<file path="config.mk">
export PLATFORM = sky130hd
export DESIGN_NAME = mini68k_prefetch
export DESIGN_NICKNAME = d
export VERILOG_FILES = /design/src/rtl/mini68k_prefetch.sv
export SDC_FILE = /design/constraint.sdc
export NUM_CORES = 1
export LEC_CHECK = 0
export ABC_AREA = 1
export ABC_CLOCK_PERIOD_IN_PS = 4000
export BUFFER_PORTS_ARGS = -buffer_cell sky130_fd_sc_hd__buf_2
export CAP_MARGIN = 10
export CORE_MARGIN = 1.5
export CORE_UTILIZATION = 50
export DETAILED_ROUTE_END_ITERATION = 10
export GPL_ROUTABILITY_DRIVEN = 0
export MAX_ROUTING_LAYER = met4
export PLACE_DENSITY_LB_ADDON = 0.15
export SYNTH_ARGS = -nofsm -noshare
export SYNTH_HDL_FRONTEND = slang
export SYNTH_SLANG_ARGS = --single-unit
export TNS_END_PERCENT = 30
</file>
<file path="constraint.sdc">
create_clock -name clk -period 4 [get_ports clk]
set_input_delay 0.2 -clock clk [delete_from_list [all_inputs] [get_ports clk]]
set_output_delay 0.2 -clock clk [all_outputs]
set_load 0.005 [all_outputs]
</file>
<file path="src/rtl/mini68k_prefetch.sv">
// Mini68k instruction prefetch queue: fetches opcode words into a small ring buffer.
// Optional odd-address fault tracking is enabled with `define MINI68K_PREFETCH_ADDR_ERR_EN.
module mini68k_prefetch #(
  parameter int                DEPTH    = 4,
  parameter int                ADDR_W   = 24,
  parameter logic [ADDR_W-1:0] RESET_PC = '0
) (
  input  logic              clk,
  input  logic              rst,
  output logic [15:0]       ir,
  output logic              ir_valid,
  input  logic              ir_consume,
  output logic [ADDR_W-1:0] ir_pc,
  input  logic              flush,
  input  logic [ADDR_W-1:0] flush_pc,
  input  logic              supervisor,
  output logic              mem_req,
  output logic [ADDR_W-1:0] mem_addr,
  output logic [2:0]        mem_fc,
  input  logic              mem_ack,
  input  logic [15:0]       mem_rdata,
  output logic              addr_err
);

  localparam int         PTR_W     = $clog2(DEPTH);
  localparam int         CNT_W     = PTR_W + 1;
  localparam logic [2:0] FC_USER   = 3'b010;
  localparam logic [2:0] FC_SUPER  = 3'b110;

  typedef enum logic [1:0] {S_IDLE, S_BUSY, S_DISCARD} state_t;

  state_t            state, state_nxt;
  logic [15:0]       q_data [DEPTH];
  logic [ADDR_W-1:0] q_pc   [DEPTH];
  logic [PTR_W-1:0]  head, tail;
  logic [CNT_W-1:0]  count, count_after;
  logic [ADDR_W-1:0] fetch_pc, fetch_pc_nxt;
  logic              push, pop, space, stop, issue;

  // Flush wins over push and pop; the registered update below resets the queue instead.
  assign pop          = ir_consume && (count != '0);
  assign push         = (state == S_BUSY) && mem_ack && !flush;
  assign count_after  = count + CNT_W'(push) - CNT_W'(pop);
  assign space        = count_after < CNT_W'(DEPTH);
  assign fetch_pc_nxt = flush ? {flush_pc[ADDR_W-1:1], 1'b0}
                      : push  ? fetch_pc + ADDR_W'(2)
                      :         fetch_pc;
  assign issue        = (state_nxt == S_BUSY) && ((state == S_IDLE) || mem_ack);

`ifdef MINI68K_PREFETCH_ADDR_ERR_EN
  always_ff @(posedge clk or posedge rst) begin
    if (rst)        addr_err <= 1'b0;
    else if (flush) addr_err <= flush_pc[0];
  end
  assign stop = addr_err;
`else
  logic unused_flush_lsb;
  assign unused_flush_lsb = flush_pc[0];
  assign addr_err         = 1'b0;
  assign stop             = 1'b0;
`endif

  // NOTE: sequential state uses non-blocking assignments so every flop samples pre-edge values.
  always_ff @(posedge clk or posedge rst) begin
    if (rst) state <= S_IDLE;
    else     state <= state_nxt;
  end

  // NOTE: default assignment first so no path through the case can infer a latch.
  always_comb begin
    state_nxt = state;
    case (state)
      S_IDLE:    if (!flush && !stop && space) state_nxt = S_BUSY;
      S_BUSY: begin
        if (flush)        state_nxt = mem_ack ? S_IDLE : S_DISCARD;
        else if (mem_ack) state_nxt = space ? S_BUSY : S_IDLE;
      end
      S_DISCARD: if (mem_ack) state_nxt = S_IDLE;
      default:   state_nxt = S_IDLE;
    endcase
  end

  always_comb begin
    mem_req  = (state != S_IDLE);
    ir_valid = (count != '0);
    ir       = ir_valid ? q_data[head] : '0;
    ir_pc    = ir_valid ? q_pc[head]   : '0;
  end

  // mem_addr/mem_fc only move when a new request is issued, so they hold through wait states.
  always_ff @(posedge clk or posedge rst) begin
    if (rst) begin
      fetch_pc <= RESET_PC;
      mem_addr <= RESET_PC;
      mem_fc   <= FC_USER;
      head     <= '0;
      tail     <= '0;
      count    <= '0;
    end else begin
      fetch_pc <= fetch_pc_nxt;
      if (issue) begin
        mem_addr <= fetch_pc_nxt;
        mem_fc   <= supervisor ? FC_SUPER : FC_USER;
      end
      if (flush) begin
        head  <= '0;
        tail  <= '0;
        count <= '0;
      end else begin
        if (push) tail <= tail + PTR_W'(1);
        if (pop)  head <= head + PTR_W'(1);
        count <= count_after;
      end
    end
  end

  // NOTE: queue storage has no reset; ir/ir_pc are masked while the queue is empty.
  always_ff @(posedge clk) begin
    if (push) begin
      q_data[tail] <= mem_rdata;
      q_pc[tail]   <= mem_addr;
    end
  end

endmodule
</file>
; ---- Word level (Yosys, flattened, before mapping)
; Memories as Yosys holds them, arrays and structs flattened.
; Index checks and enable logic that the tools add are counted.
[word_totals]
regBits = 60
mem_bits_rw = 160
out_inout_bits = 70
word_cells = 49
memories = 2
[classes]
n_addsub = 5
magnitude_cmp = 1
n_eq_ne = 3
muxes = 19
reduce_logical = 12
[mem_list]
columns = name, depth, width, read_ports, rd_ports_with_merged_regs, wr, line_no
row1 = q_pc, 4, 24, 1, 0, 1, 34  ; logic [ADDR_W-1:0] q_pc [DEPTH];
row2 = q_data, 4, 16, 1, 0, 1, 33  ; logic [15:0] q_data [DEPTH];
[op_table]
columns = operator, count
row1 = 24-bit two-way mux, 3
row2 = 24-bit by 2-bit adder with 24-bit output (second input constant), 1
row3 = 2-bit two-way mux, 9
row4 = 16-bit two-way mux, 1
row5 = 3-bit two-way mux, 2
row6 = 2-bit one-hot mux with 3 select lines, 1
row7 = 2-bit nonzero test, 3
row8 = 1-bit logical AND, 5
row9 = 2-bit by 1-bit adder with 2-bit output (second input constant), 2
row10 = 2-bit by 1-bit equality test with 1-bit output (second input constant), 2
row11 = 3-bit by 1-bit adder with 3-bit output, 1
row12 = 3-bit less-than comparator (second input constant), 1
row13 = 1-bit two-way mux, 3
row14 = 3-bit nonzero test, 1
row15 = 3-bit by 1-bit subtractor with 3-bit output, 1
row16 = 2-bit equality test (second input constant), 1
row17 = 2-bit zero test, 1
row18 = 1-bit zero test, 1
row19 = 1-bit logical OR, 1

; ---- Longest topological paths before layout
; Gate-level depths: netlist of the first run.
[depth]
depth_word = 12
depth_mapped = 18
depth_no_buf = 17

; ---- Least setup slack after synthesis of the first run
; OpenSTA, ideal clock, no wires.
[synth_timing]
path_type = register to register
startpoint = register count[1]
endpoint = register mem_addr[14]
setup_time_ns = 0.117
t_arrival_ns = 2.771
required_time_ns = 3.883
path_slack_ns = 1.111
stages_incl_launch_ff = 19
n_path_buf = 1
period_less_slack_ns = 2.889
cell_sequence = dfrtp_1 nor3_1 inv_1 nand2_1 inv_1 ha_1 inv_1 ha_1 inv_1 fa_1 xor2_1 xor2_1 nand2_1 nand2_1 nor2_4 inv_2 buf_4 nand2_1 nand2_1
[synth_via]
elab_chain_cells = 10
[synth_lines]
columns = element, line_no
row1 = from (decl), 36  ; logic [CNT_W-1:0] count, count_after;
row2 = from (signal assigned), 112  ; count <= count_after;
row3 = 3-bit nonzero test *, n/a
row4 = named net ir_valid, 11  ; output logic ir_valid,
row5 = 1-bit logical AND *, 41  ; assign pop = ir_consume && (count != '0);
row6 = 3-bit by 1-bit subtractor with 3-bit output *, 43  ; assign count_after = count + CNT_W'(push) - CNT_W'(pop);
row7 = 3-bit less-than comparator *, 44  ; assign space = count_after < CNT_W'(DEPTH);
row8 = 1-bit two-way mux, 76  ; else if (mem_ack) state_nxt = space ? S_BUSY : S_IDLE;
row9 = 2-bit two-way mux, 76
row10 = 2-bit two-way mux, 75  ; if (flush) state_nxt = mem_ack ? S_IDLE : S_DISCARD;
row11 = 2-bit one-hot mux with 3 select lines *, 72  ; case (state)
row12 = 2-bit by 1-bit equality test with 1-bit output *, 48  ; assign issue = (state_nxt == S_BUSY) && ((state == S_IDLE) || mem_ack);
row13 = 1-bit logical AND *, 48
row14 = to (signal assigned), 102  ; mem_addr <= fetch_pc_nxt;
row15 = to (decl), 18  ; output logic [ADDR_W-1:0] mem_addr,
; Mark *: on every way through the listed nets, which the timed path passes. The rest lies on a longest branch.
; A chain may end at the register's enable or synchronous reset.

; ---- Final worst setup path of the first run
[layout_timing]
startpoint = register state[1]
endpoint = register mem_addr[19]
[layout_via]
elab_chain_cells = 12
[layout_lines]
columns = element, line_no
row1 = from (decl), 32  ; state_t state, state_nxt;
row2 = from (signal assigned), 66  ; else state <= state_nxt;
row3 = 2-bit by 1-bit equality test with 1-bit output, "42, 72"
row4 = 1-bit logical AND (2 in a row), 42  ; assign push = (state == S_BUSY) && mem_ack && !flush;
row5 = 3-bit by 1-bit adder with 3-bit output, 43
row6 = 3-bit by 1-bit subtractor with 3-bit output, 43
row7 = 3-bit less-than comparator, 44
row8 = 1-bit two-way mux, 76
row9 = 2-bit two-way mux, 76
row10 = 2-bit two-way mux, 75
row11 = 2-bit one-hot mux with 3 select lines, 72
row12 = 2-bit by 1-bit equality test with 1-bit output, 48
row13 = 1-bit logical AND, 48
; Parallel ways exist; a longest one is shown, timed or not.

==> results of run 1 <==
[critical path, stage by stage, from the launching register on]
cell	delay [ns]
dfrtp_1	0.40
nor2_2	0.15
nand3_2	0.26
ha_1	0.38
inv_1	0.06
ha_1	0.13
inv_1	0.05
fa_1	0.37
xor2_1	0.16
xor2_1	0.16
nand2_1	0.07
nand2_1	0.09
nor2_4	0.50
inv_2	0.38
nand2_1	0.15
nand2_1	0.06
[registers in the layout, summed over array words and instances (netlist names)]
register  flops
tail          2
mem_addr     24
state         2
q_data       64
q_pc         96
count         3
fetch_pc     24
mem_fc        1
head          2
[cells in the final DEF (no fill, tap or decap), drive strengths merged, types with 26 or more instances in the layout]
| cell type | count |
|---|---|
| clkbuf | 29 |
| a21oi | 42 |
| edfxtp | 160 |
| nand3 | 26 |
| nand2 | 150 |
| buf | 124 |
| o21ai | 91 |
| nor2 | 197 |
| inv | 42 |
| dfrtp | 58 |
| dlygate4sd3 | 31 |
[logic make-up (layout without fill, tap and decap cells)]
group | Yosys count | after routing
simple gates | 395 | 395
flops | 218 | 218
compound gates | 145 | 145
buf+inv | 85 | 239
xor+xnor | 12 | 12
fa+ha+maj | 8 | 8
other cells | 2 | 3
[power by group]
part	switching, mW	total [mW]	internal, mW
Clock	0.831	2.12	1.28
Sequential	0.253	3.03	2.78
Combinational	1.11	1.75	0.635
[cell usage after synthesis, types with 3 or more instances]
library cell  instances  area [sq um]
a21boi_0              6          45.0
a21oi_1              42           210
buf_1                 7          26.3
buf_2                 3          15.0
buf_4                 5          37.5
clkbuf_1             27           101
dfrtp_1              58          1450
edfxtp_1            160          4800
ha_1                  7          87.6
inv_1                38           143
inv_2                 3          11.3
nand2_1             146           548
nand2_2               3          18.8
nand3_1              24           120
nand4_1               6          37.5
nor2_1              188           706
nor2_2                4          25.0
nor2_4                4          45.0
nor3_1                4          20.0
o21ai_0              65           325
o21ai_1              24           120
o21bai_1              3          22.5
or2_2                 9          56.3
xnor2_1               3          26.3
xor2_1                9          78.8
[metal layers]
layer / global-route usage (%) / up-vias / wire length (microns)
li1: - / 3182 / -
met1: 30.2 / 3060 / 9330
met2: 35.0 / 154 / 9480
met3: 2.94 / 33 / 915
met4: 5.37 / 0 / 469
met5: - / - / 0
[final cells by class]
class                   instances  area (sq um)
fillers                      1517          6920
multi-input cells             563          2670
repair buffers                155           963
clock inverters                13           139
flip-flops and latches        218          6260
inverters                      42           163
clock buffers                  29           618
well taps                     229           287
[stage by stage]
stage	hold slack, ns	utilization [%]	cell area, sq um
final	0.0204	61.6	11100
after global placement	0.303	55.7	10000
after floorplan	0.299	-	9250
after CTS	0.00543	61.6	11100
after detailed placement	0.314	55.7	10000
after global routing	0.0243	61.6	11100
[worst max-delay path by stage]
stage / start / end / cells past startpoint
3_5_place_dp: state[1] / mem_addr[19] / 15
4_1_cts: state[1] / mem_addr[11] / 15
6_report: state[1] / mem_addr[19] / 15
5_1_grt: count[1] / mem_fc[2] / 17
2_1_floorplan: count[1] / mem_addr[14] / 18
3_3_place_gp: state[1] / mem_addr[20] / 15
[timing repair]
action	4_1_cts	5_1_grt
hold buffers	31	0
endpoints found under the hold margin	106	0
gates resized for setup	0	0
buffers inserted	0	0
==> summary by stage, run 1 <==
Status
The flow ran to the end, and the final reports show no timing, DRC or antenna violations.

Finish
The finished layout holds 1249 standard cells, fillers aside. The repair_antennas step left the layout with diodes totalling 0. Of the cells placed in the final design, the portion with a size suffix greater than 1 is 19.0%. The area growth from synthesis to layout is 20.1%. The number of nets at the end of the flow is 1057.

Drt
The first routing iteration left 341 violations. The length of the first detailed-routing pass in iterations is 4. For this run, design rule violations remaining after detail routing come to 0. The routed wire length is 20200 microns.

The count of nets left with antenna violations once routing finished came out at 0. The number of vias in the routed layout is 6429. After detailed routing, the number of vias per cell comes to 5.15.

After detailed routing, the average wire length per cell comes to 16.2 microns.

Logic synthesis
Measured against the total synthesized area, the mux share comes to 0%. The fraction of the mapped netlist area in adder cells is 1.16%. In this run the mean area of a mapped cell was 10.7 sq um. The most used flip-flop cell after synthesis is edfxtp_1. The fraction of the mapped netlist area in compound gates is 8.30%.

The main combinational cell family by area after synthesis is simple AND/OR/NAND/NOR gates. Synthesis produced a netlist whose cell count is 865. In this run, distinct cell masters in the synthesized netlist total 39. The number of enable-type register cells in the synthesized netlist is 160. After synthesis the netlist holds a flip-flop and latch count of 218.

The summed instance area of the synthesized netlist is 0.00925 sq mm. The count of yosys warnings during synthesis is 0. Sequential elements use 67.7% of the synthesized area. After Yosys synthesis, XOR and XNOR cells account for 1.14% of the synthesized area. Of the total synthesized cell area, the portion taken by AND, OR, NAND and NOR gates is 17.8%. The fraction of registers with async set/reset is 26.6%.

Floorplanning
The initial utilization of the core area, before any placement, comes to 51.3%. During I/O placement, the number of pins put on the boundary was 116. The floorplan die width is 139 microns.

Row generation in the floorplan step produced 49 rows. The area of the core is 0.0180 sq mm. The total die area is 0.0193 sq mm. The vertical extent of the die is 139 microns.

Placement
The post-placement worst setup slack is 0.408 ns. Input and output buffers added on the ports amount to 111. The HPWL reported at the end of detailed placement is 12200 microns. Including well taps, the total number of placed cells is 1176.

STA
After layout, the worst setup slack is 0.490 ns. The number of pins exceeding their max-slew limit in the final report came to 0. Subtracting the final worst setup slack from the clock period gives 3.51 ns. Setup repair after global routing left no endpoint under its margin.

The worst path uses 87.7% of the clock period. The aggregate negative setup slack is 0 ns. The total of endpoints with negative setup slack in the final report is 0. In this run the tightest slew margin relative to its limit is 39.3%.

The final number of hold-violating endpoints was 0. Across the routed clock network, the largest skew measured is 0.00873 ns. Timing would allow up to 0.285 GHz. The transition time at the pin with the least slew margin is 0.910 ns.

Critical path
The worst setup path is launched from a flop. The number of cells on the worst reg-to-reg path is 15. Setup slack on the worst reg-to-reg path comes out at 0.49 ns. At the worst endpoint, the required time is 4.40 ns. The critical path data arrival time is 3.91 ns. In this run the worst path has a maximum fanout of 26.

The endpoint identified for the worst register-to-register timing path is mem_addr[19]. The critical path capture point type is a flop. The worst register-to-register path begins at state[1].

The category of the most critical setup path is reg2reg.

Clock network
After clock tree synthesis, the clock-pin slew on the worst setup and hold paths is 0.06 ns. The insertion delay to the later sink of the worst-skew pair is 0.51 ns. Counting the buffers created by CTS gives 23. The tree is rooted in a clkbuf_16. The clock passes through at most 3 buffers.

The H-tree level count is 1. TritonCTS built the clock tree. The CTS sink count is 218.

Global route
The number of antenna violations at the first check in global routing was 0. The first global-routing pass estimated 32800 microns of wire. The overall routing resource usage is 21.9%.

Entering global routing, the biggest net connects 82 pins. The remaining global-route overflow is 0. The number of global-route vias before repair came to 6165.

Power and ir drop
The maximum ir drop on the vdd rail is 462 uV. In this run the static leakage power is 4.57 nW. The total power of the final layout is 6.90 mW. The power density over cell area is 621 mW/mm^2.

Worst hold path
The worst hold path belongs to the class in2reg. The startpoint identified for the worst hold timing path is flush_pc[21]. For hold timing, the worst endpoint is mem_addr[21]. Counting instances, the worst hold path has a depth of 4.

Flow run
Max-cap violations in this run came to 0.
(Power assumes the default switching activity.)
==> inputs of run 2 (changes only) <==
--- a/config.mk
+++ b/config.mk
@@ -7,11 +7,12 @@
 export LEC_CHECK = 0
 export ABC_AREA = 1
 export ABC_CLOCK_PERIOD_IN_PS = 4000
-export BUFFER_PORTS_ARGS = -buffer_cell sky130_fd_sc_hd__buf_2
 export CAP_MARGIN = 10
 export CORE_MARGIN = 1.5
 export CORE_UTILIZATION = 50
+export CTS_BUF_LIST = sky130_fd_sc_hd__clkbuf_2
 export DETAILED_ROUTE_END_ITERATION = 10
+export DONT_BUFFER_PORTS = 1
 export GPL_ROUTABILITY_DRIVEN = 0
 export MAX_ROUTING_LAYER = met4
 export PLACE_DENSITY_LB_ADDON = 0.15
==> summary by stage, run 2 (synthesis results as in run 1) <==
Status
Outcome: complete, no violations (unchanged).

Critical path
The endpoint of the most critical register-to-register path is mem_addr[20] (was mem_addr[19]). The worst flop-to-flop path startpoint is state[1] (unchanged). The data required time of the critical path is 4.64 ns (was 4.40 ns). The largest driver fanout on the critical path was 27 (was 26). The critical path capture point type is a flop (unchanged). The category of the most critical setup path is in2reg (was reg2reg). The number of cells on the worst reg-to-reg path is 15 (unchanged).

The type of origin of the critical path is an input pin (was flop). The worst setup slack for register-to-register paths is 0.50 ns (was 0.49 ns). The critical path data arrival time is 4.30 ns (was 3.91 ns).

Power and ir drop
The power density over cell area is 564 mW/mm^2 (was 621 mW/mm^2). The leakage power summed over all cells is 4.14 nW (was 4.57 nW). The internal power consumption came to 3.71 mW (was 4.70 mW). The switching power summed over all nets came to 2.15 mW (was 2.20 mW). The maximum ir drop on the vdd rail is 247 uV (was 462 uV).

The part of the total power dissipated in sequential elements is 52.5% (was 44.0%). The combinational fraction of design power is 24.3% (was 25.4%). The part of the total power dissipated in the clock network is 23.2% (was 30.7%).

The switching fraction of total power is 36.7% (was 31.9%).

STA
The share of the cycle needed by the critical path after routing came to 91.4% (was 87.7%). The transition time at the pin with the least slew margin came to 1.14 ns (was 0.910 ns). The final number of hold-violating endpoints is 0 (unchanged). The aggregate negative setup slack is 0 ns (unchanged). The shortest period the worst path allows is 3.66 ns (was 3.51 ns). The number of pins exceeding their max-slew limit in the final report is 0 (unchanged). The highest achievable clock rate is 0.274 GHz (was 0.285 GHz). The setup slack after layout is 0.345 ns (was 0.490 ns). Setup repair after global routing missed its margin: no (unchanged). The total of endpoints with negative setup slack in the final report is 0 (unchanged). The remaining max-slew budget at the tightest pin is 24.0% (was 39.3%). The clock skew came to 0.0321 ns (was 0.00873 ns).

Clock network
The number of buffers inserted during clock tree synthesis was 52 (was 23). The clock tree from TritonCTS is yes (unchanged). The CTS sink count was 218 (unchanged). The root buffer cell is clkbuf_2 (was clkbuf_16).

The H-tree level count is 2 (was 1). The clock transition time at the flip-flop clock pins of the worst setup and hold paths is 0.10 ns (was 0.06 ns). The insertion delay to the later sink of the worst-skew pair is 0.78 ns (was 0.51 ns).

The buffer depth of the longest clock path is 3 (unchanged). The count of cells resized by post-cts repair is 0 (unchanged).

Placement
The post-placement worst setup slack was 0.455 ns (was 0.408 ns). The HPWL reported at the end of detailed placement is 12100 microns (was 12200 microns). The count of buffers inserted at the top-level ports is 0 (was 111).

Finish
Biggest registers after layout: q_pc x96, q_data x64 (unchanged). The most common cell after layout, fill and taps aside is nor2_1 (unchanged). The share of final-layout standard cells stronger than drive strength 1 is 13.7% (was 19.0%).

The combined area of the multi-input logic cells is 0.00267 sq mm (unchanged). The count of filler cells inserted in the layout was 1562 (was 1517). The area used by sequential logic in the layout is 0.00626 sq mm (unchanged). The number of nets at the end of the flow is 987 (was 1057). The largest register by flop count is q_pc (unchanged). The flip-flop count of the largest register after layout is 96 (unchanged). The area growth from synthesis to layout is 12.2% (was 20.1%). Commonest cells after routing, fill and taps aside: nor2_1 (184), edfxtp_1 (160), nand2_1 (146), clkbuf_2 (79), o21ai_0 (65) (was nor2_1 (184), edfxtp_1 (160), nand2_1 (146), buf_2 (111), o21ai_0 (65)).

Global route
The global-route wire length before repair is 32600 microns (was 32800 microns). The overall routing resource usage is 22.1% (was 21.9%). The largest net degree at the start of global routing is 82 (unchanged). The number of antenna violations at the first check in global routing is 1 (was 0). The remaining global-route overflow is 0 (unchanged). The number of global-route vias before repair was 6215 (was 6165).

Drt
The per-cell via count in the routed design is 5.30 (was 5.15). The average wire per cell in the routed design was 17.1 microns (was 16.2 microns). The number of vias in the routed layout is 6384 (was 6429). The number of routed nets with antenna violations came to 0 (unchanged). The violation count after the first detailed-routing iteration was 377 (was 341).

The routed wire length came to 20600 microns (was 20200 microns). The length of the first detailed-routing pass in iterations is 4 (unchanged). The final routed DRC violation total is 0 (unchanged).

Flow run
The max capacitance violation total came to 0 (unchanged).

Floorplanning
The count of pins on the block boundary is 116 (unchanged). The total die area was 0.0193 sq mm (unchanged). The number of cell rows was 49 (unchanged). The vertical extent of the die is 139 microns (unchanged). The floorplan die width came to 139 microns (unchanged). The starting density of the core is 51.3% (unchanged). The area of the core came to 0.0180 sq mm (unchanged).

Worst hold path
The path category of the worst min-delay check is in2async (was in2reg).
-- run 2: worst max-delay path, stage by stage --
cell and delay (ns):
dlygate4sd3_1 1.29, nor2_2 0.07, nand3_2 0.28, ha_1 0.29
inv_1 0.06, ha_1 0.13, inv_1 0.04, fa_1 0.37
xor2_1 0.16, xor2_1 0.16, nand2_1 0.06, nand2_1 0.09
nor2_4 0.50, inv_2 0.37, nand2_1 0.14, nand2_1 0.06
-- run 2: metal layers --
layer / wire length (microns) / global-route usage, %
met4: 326 / 7.57
met1: 9240 / 28.9
met3: 1280 / 5.59
met2: 9760 / 33.9
met5: 0 / -
-- run 2: area by class of cell --
cell class / count / area share, %
antenna: 2 / 0.0482
clock buffer: 79 / 3.81
clock inverter: 16 / 0.615
inverter: 42 / 1.57
multi-input combinational: 563 / 25.8
sequential: 218 / 60.3
tap: 229 / 2.76
timing repair buffer: 56 / 5.14
-- run 2: power groups by stage --
| stage | clock, mW | combinational [mW] | sequential (mW) |
|---|---|---|---|
| final | 1.36 | 1.42 | 3.07 |
| after global routing | 1.51 | 1.62 | 3.11 |
| after CTS | 1.41 | 1.44 | 3.08 |
| after detailed placement | 0 | 1.39 | 3.13 |
| after global placement | 0 | 1.34 | 3.11 |
| after floorplan | 0 | 1.05 | 3.00 |
-- run 2: through the flow --
step / power, mW / area, sq um / utilization [%] / instances / hold WS [ns]
floorplan: 4.05 / 9250 / - / 866 / 0.299
global placement: 4.45 / 9460 / 52.5 / 1063 / 0.270
detailed placement: 4.51 / 9460 / 52.5 / 1063 / 0.269
CTS: 5.94 / 10400 / 57.5 / 1203 / 0.00767
global route: 6.24 / 10400 / 57.6 / 1205 / 0.00879
finish: 5.85 / 10400 / 57.6 / 1205 / 0.0903
-- run 2: timing repair --
action | in CTS | in global routing
hold endpoints to repair | 236 | 0
setup buffers | 0 | 0
hold buffers | 45 | 0
-- run 2: worst max path at each step --
| stage | start | to | slack, ns | cells past startpoint |
|---|---|---|---|---|
| 3_3_place_gp | count[1] | mem_addr[16] | 0.58 | 17 |
| 4_1_cts | flush | mem_addr[11] | 0.37 | 16 |
| 3_5_place_dp | count[1] | mem_addr[11] | 0.46 | 17 |
| 6_report | flush | mem_addr[20] | 0.34 | 16 |
| 2_1_floorplan | count[1] | mem_addr[14] | 1.11 | 18 |
| 5_1_grt | flush | mem_addr[17] | 0.02 | 16 |
==> inputs of run 3 (changes only) <==
--- a/config.mk
+++ b/config.mk
@@ -5,7 +5,6 @@
 export SDC_FILE = /design/constraint.sdc
 export NUM_CORES = 1
 export LEC_CHECK = 0
-export ABC_AREA = 1
 export ABC_CLOCK_PERIOD_IN_PS = 4000
 export CAP_MARGIN = 10
 export CORE_MARGIN = 1.5
@@ -19,4 +18,4 @@
 export SYNTH_ARGS = -nofsm -noshare
 export SYNTH_HDL_FRONTEND = slang
 export SYNTH_SLANG_ARGS = --single-unit
-export TNS_END_PERCENT = 30
+export TNS_END_PERCENT = 1
==> constraint.sdc (replaced) <==
create_clock -name clk -period 4 [get_ports clk]
set_input_delay 0.4 -clock clk [delete_from_list [all_inputs] [get_ports clk]]
set_output_delay 0.4 -clock clk [all_outputs]
set_load 0.005 [all_outputs]
==> summary by stage, run 3 <==
Status
Outcome: complete, no violations (unchanged).

Clock network
The count of cells resized by post-cts repair is 0 (unchanged). The number of buffers inserted by hold repair at cts is 44 (was 45). The buffer depth of the longest clock path was 3 (unchanged). The number of buffers inserted during clock tree synthesis came to 54 (was 52). The clock transition time at the flip-flop clock pins of the worst setup and hold paths is 0.12 ns (was 0.10 ns). The H-tree level count came to 2 (unchanged). The clock tree from TritonCTS is yes (unchanged). The count of buffers added by post-CTS timing repair for setup is 0 (unchanged). The CTS sink count is 218 (unchanged).

The insertion delay to the later sink of the worst-skew pair is 0.82 ns (was 0.78 ns). The root buffer cell is clkbuf_2 (unchanged).

Logic synthesis
The total of flip-flops plus latches after synthesis is 218 (unchanged). The post-synthesis area per instance is 16.5 sq um (was 10.7 sq um). The fraction of registers with async set/reset is 26.6% (unchanged). The number of enable-type register cells in the synthesized netlist is 160 (unchanged). The sequential fraction of the synthesis area is 68.5% (was 67.7%). The cell taking the most area after synthesis is edfxtp_1 (unchanged). The number of instances in the synthesized netlist was 553 (was 865). The count of yosys warnings during synthesis is 0 (unchanged). The dominant cell by count in the synthesized netlist is edfxtp_1 (was nor2_1).

The area fraction of the dominant cell type after synthesis was 52.6% (was 52.0%). Synth area leaders: edfxtp_1 (53%), dfrtp_1 (16%), mux4_2 (9.9%) (was edfxtp_1 (52%), dfrtp_1 (16%), nor2_1 (7.6%)). The distinct cell type count of the synthesized netlist is 57 (was 39).

Commonest cells post-synth: edfxtp_1 (160), dfrtp_1 (58), and2_1 (45) (was nor2_1 (188), edfxtp_1 (160), nand2_1 (146)). The summed instance area of the synthesized netlist was 0.00914 sq mm (was 0.00925 sq mm). The most used flip-flop cell after synthesis is edfxtp_1 (unchanged).

Critical path
The largest driver fanout on the critical path is 13 (was 27). The data required time of the critical path is 4.64 ns (about the same). The type of origin of the critical path is a flop (was input pin). The critical path capture point type is a flop (unchanged). The critical path data arrival time was 4.02 ns (was 4.30 ns). The category of the most critical setup path is reg2reg (was in2reg).

Global route
The number of global-route vias before repair was 5462 (was 6215). The remaining global-route overflow is 0 (unchanged). The largest net degree at the start of global routing is 59 (was 82). The overall routing resource usage is 20.7% (was 22.1%). The number of antenna violations at the first check in global routing is 0 (was 1). The global-route wire length before repair is 29700 microns (was 32600 microns).

Flow run
The max capacitance violation total is 0 (unchanged).

Power and ir drop
The leakage power summed over all cells is 3.65 nW (was 4.14 nW). The maximum ir drop on the vdd rail came to 283 uV (was 247 uV). The internal power consumption was 4.01 mW (was 3.71 mW). The power density over cell area is 570 mW/mm^2 (was 564 mW/mm^2). The combinational fraction of design power is 21.6% (was 24.3%).

The part of the total power dissipated in sequential elements is 53.8% (was 52.5%). The switching fraction of total power is 31.6% (was 36.7%). The total power of the final layout came to 5.87 mW (was 5.85 mW).

The switching power summed over all nets is 1.86 mW (was 2.15 mW). The part of the total power dissipated in the clock network was 24.6% (was 23.2%).

Worst hold path
The path category of the worst min-delay check is in2reg (was in2async).

Finish
The number of nets at the end of the flow was 689 (was 987). The most common cell after layout, fill and taps aside is edfxtp_1 (was nor2_1). The area growth from synthesis to layout is 12.7% (was 12.2%). The count of filler cells inserted in the layout came to 1450 (was 1562). The count of inserted antenna diode cells came to 0 (was 2).

The flip-flop count of the largest register after layout is 96 (unchanged). Commonest cells after routing, fill and taps aside: edfxtp_1 (160), clkbuf_2 (88), dfrtp_1 (56), dlygate4sd3_1 (44), and2_1 (41) (was nor2_1 (184), edfxtp_1 (160), nand2_1 (146), clkbuf_2 (79), o21ai_0 (65)). The share of final-layout standard cells stronger than drive strength 1 is 26.9% (was 13.7%).

The largest register by flop count is q_pc (unchanged). The count of placed standard cells in the final layout, fillers left out is 910 (was 1205). Biggest registers after layout: q_pc x96, q_data x64 (unchanged).

Floorplanning
The total die area was 0.0191 sq mm (was 0.0193 sq mm). The count of pins on the block boundary is 116 (unchanged). The area of the core is 0.0180 sq mm (about the same). The vertical extent of the die is 138 microns (was 139 microns). The starting density of the core is 50.9% (was 51.3%). The number of cell rows is 49 (unchanged). The floorplan die width is 138 microns (was 139 microns).

STA
The transition time at the pin with the least slew margin is 1.16 ns (was 1.14 ns). The hold slack was 0.188 ns (was 0.0903 ns). Setup repair after global routing missed its margin: no (unchanged). The shortest period the worst path allows is 3.38 ns (was 3.66 ns). The highest achievable clock rate is 0.296 GHz (was 0.274 GHz).

The clock skew came to 0.0832 ns (was 0.0321 ns). The total of endpoints with negative setup slack in the final report is 0 (unchanged). The remaining max-slew budget at the tightest pin is 22.3% (was 24.0%). The share of the cycle needed by the critical path after routing was 84.5% (was 91.4%). The aggregate negative setup slack came to 0 ns (unchanged). The final number of hold-violating endpoints is 0 (unchanged).

The number of pins exceeding their max-slew limit in the final report is 0 (unchanged).

Drt
The routed wire length is 18800 microns (was 20600 microns). The final routed DRC violation total came to 0 (unchanged). The violation count after the first detailed-routing iteration was 251 (was 377).

The number of routed nets with antenna violations is 0 (unchanged). The length of the first detailed-routing pass in iterations is 4 (unchanged). The average wire per cell in the routed design is 20.6 microns (was 17.1 microns).

The per-cell via count in the routed design is 5.59 (was 5.30). The number of vias in the routed layout came to 5084 (was 6384).

Placement
The cell count after placement is 764 (was 1063). The count of buffers inserted at the top-level ports came to 0 (unchanged). The HPWL reported at the end of detailed placement is 11600 microns (was 12100 microns).
==> run 3: cell types whose count changed in the layout (fill, tap and decap cells not counted), moves of 9 or more <==
cell,change
clkbuf_2,+9
inv_1,-28
nand3_1,-13
a31oi_1,+11
a21oi_1,-29
and2_1,+40
mux2_2,+16
o21ai_1,-24
mux4_2,+40
nor2_1,-160
nand2_1,-123
o21ai_0,-54
==> run 3: through the flow <==
| stage | setup slack (ns) | instance area (sq um) | util (%) |
|---|---|---|---|
| 2_1_floorplan | 0.966 | 9140 | - |
| 4_1_cts | 0.614 | 10300 | 57.3 |
| 5_1_grt | 0.363 | 10300 | 57.3 |
| 3_5_place_dp | 0.671 | 9360 | 52.1 |
| 6_report | 0.619 | 10300 | 57.3 |
| 3_3_place_gp | 0.722 | 9360 | 52.1 |
==> run 3: path summary, 6_finish.rpt <==
check                       startpoint           end  slack, ns  cells past startpoint
hold / removal                 mem_ack       tail[0]       0.19                      3
hold reg to reg            fetch_pc[0]   fetch_pc[0]       0.55                      1
setup reg to reg              state[0]   mem_addr[7]       0.62                     10
setup / recovery              state[0]   mem_addr[7]       0.62                     10
min in group asynchronous          rst   mem_addr[3]       0.24                      3
max in group asynchronous          rst  fetch_pc[11]       3.17                      3
==> run 3: cell families after synthesis <==
kind of cell             after synthesis  share of synthesized area, %
AO/OA/AOI/OAI                         50                          3.57
XOR/XNOR                              14                          1.49
adder cells (fa/ha/maj)                8                          1.18
buffers and inverters                 42                          2.33
flip-flops                           218                          68.5
multiplexers                          60                          12.3
other                                  2                        0.0822
AND/OR/NAND/NOR                      159                          10.6
==> run 3: worst max-delay path, cell delays in order, from the launching register on <==
cell      delay [ns]
dfrtp_1         0.49
and4bb_1        0.51
inv_4           0.11
ha_1            0.29
inv_1           0.06
ha_1            0.13
inv_1           0.05
fa_1            0.36
xnor3_1         0.28
nand3_1         0.47
o31a_1          0.46
==> run 3: per-layer routing <==
| metal | part of all wire (%) | global-route usage (%) | up-vias |
|---|---|---|---|
| met5 | 0 | - | - |
| met4 | 1.8 | 6.54 | 0 |
| li1 | - | - | 2318 |
| met3 | 6.1 | 5.47 | 33 |
| met2 | 51 | 33.8 | 162 |
| met1 | 41 | 25.6 | 2571 |
==> run 3: power by group through the flow <==
stage	sequential [mW]	combinational [mW]	clock [mW]
2_1_floorplan	3.01	1.10	0
3_3_place_gp	3.20	1.22	0
3_5_place_dp	3.23	1.25	0
4_1_cts	3.18	1.30	1.50
5_1_grt	3.21	1.41	1.62
6_report	3.16	1.27	1.44
==> run 3: area by class of cell <==
| type | instances | area [sq um] | share of cell area [%] |
|---|---|---|---|
| Clock buffer | 88 | 440 | 4.28 |
| Clock inverter | 14 | 58.8 | 0.571 |
| Timing Repair Buffer | 56 | 531 | 5.15 |
| Tap cell | 229 | 287 | 2.78 |
| Multi-Input combinational cell | 294 | 2680 | 26.0 |
| Sequential cell | 218 | 6260 | 60.8 |
| Inverter | 11 | 43.8 | 0.425 |
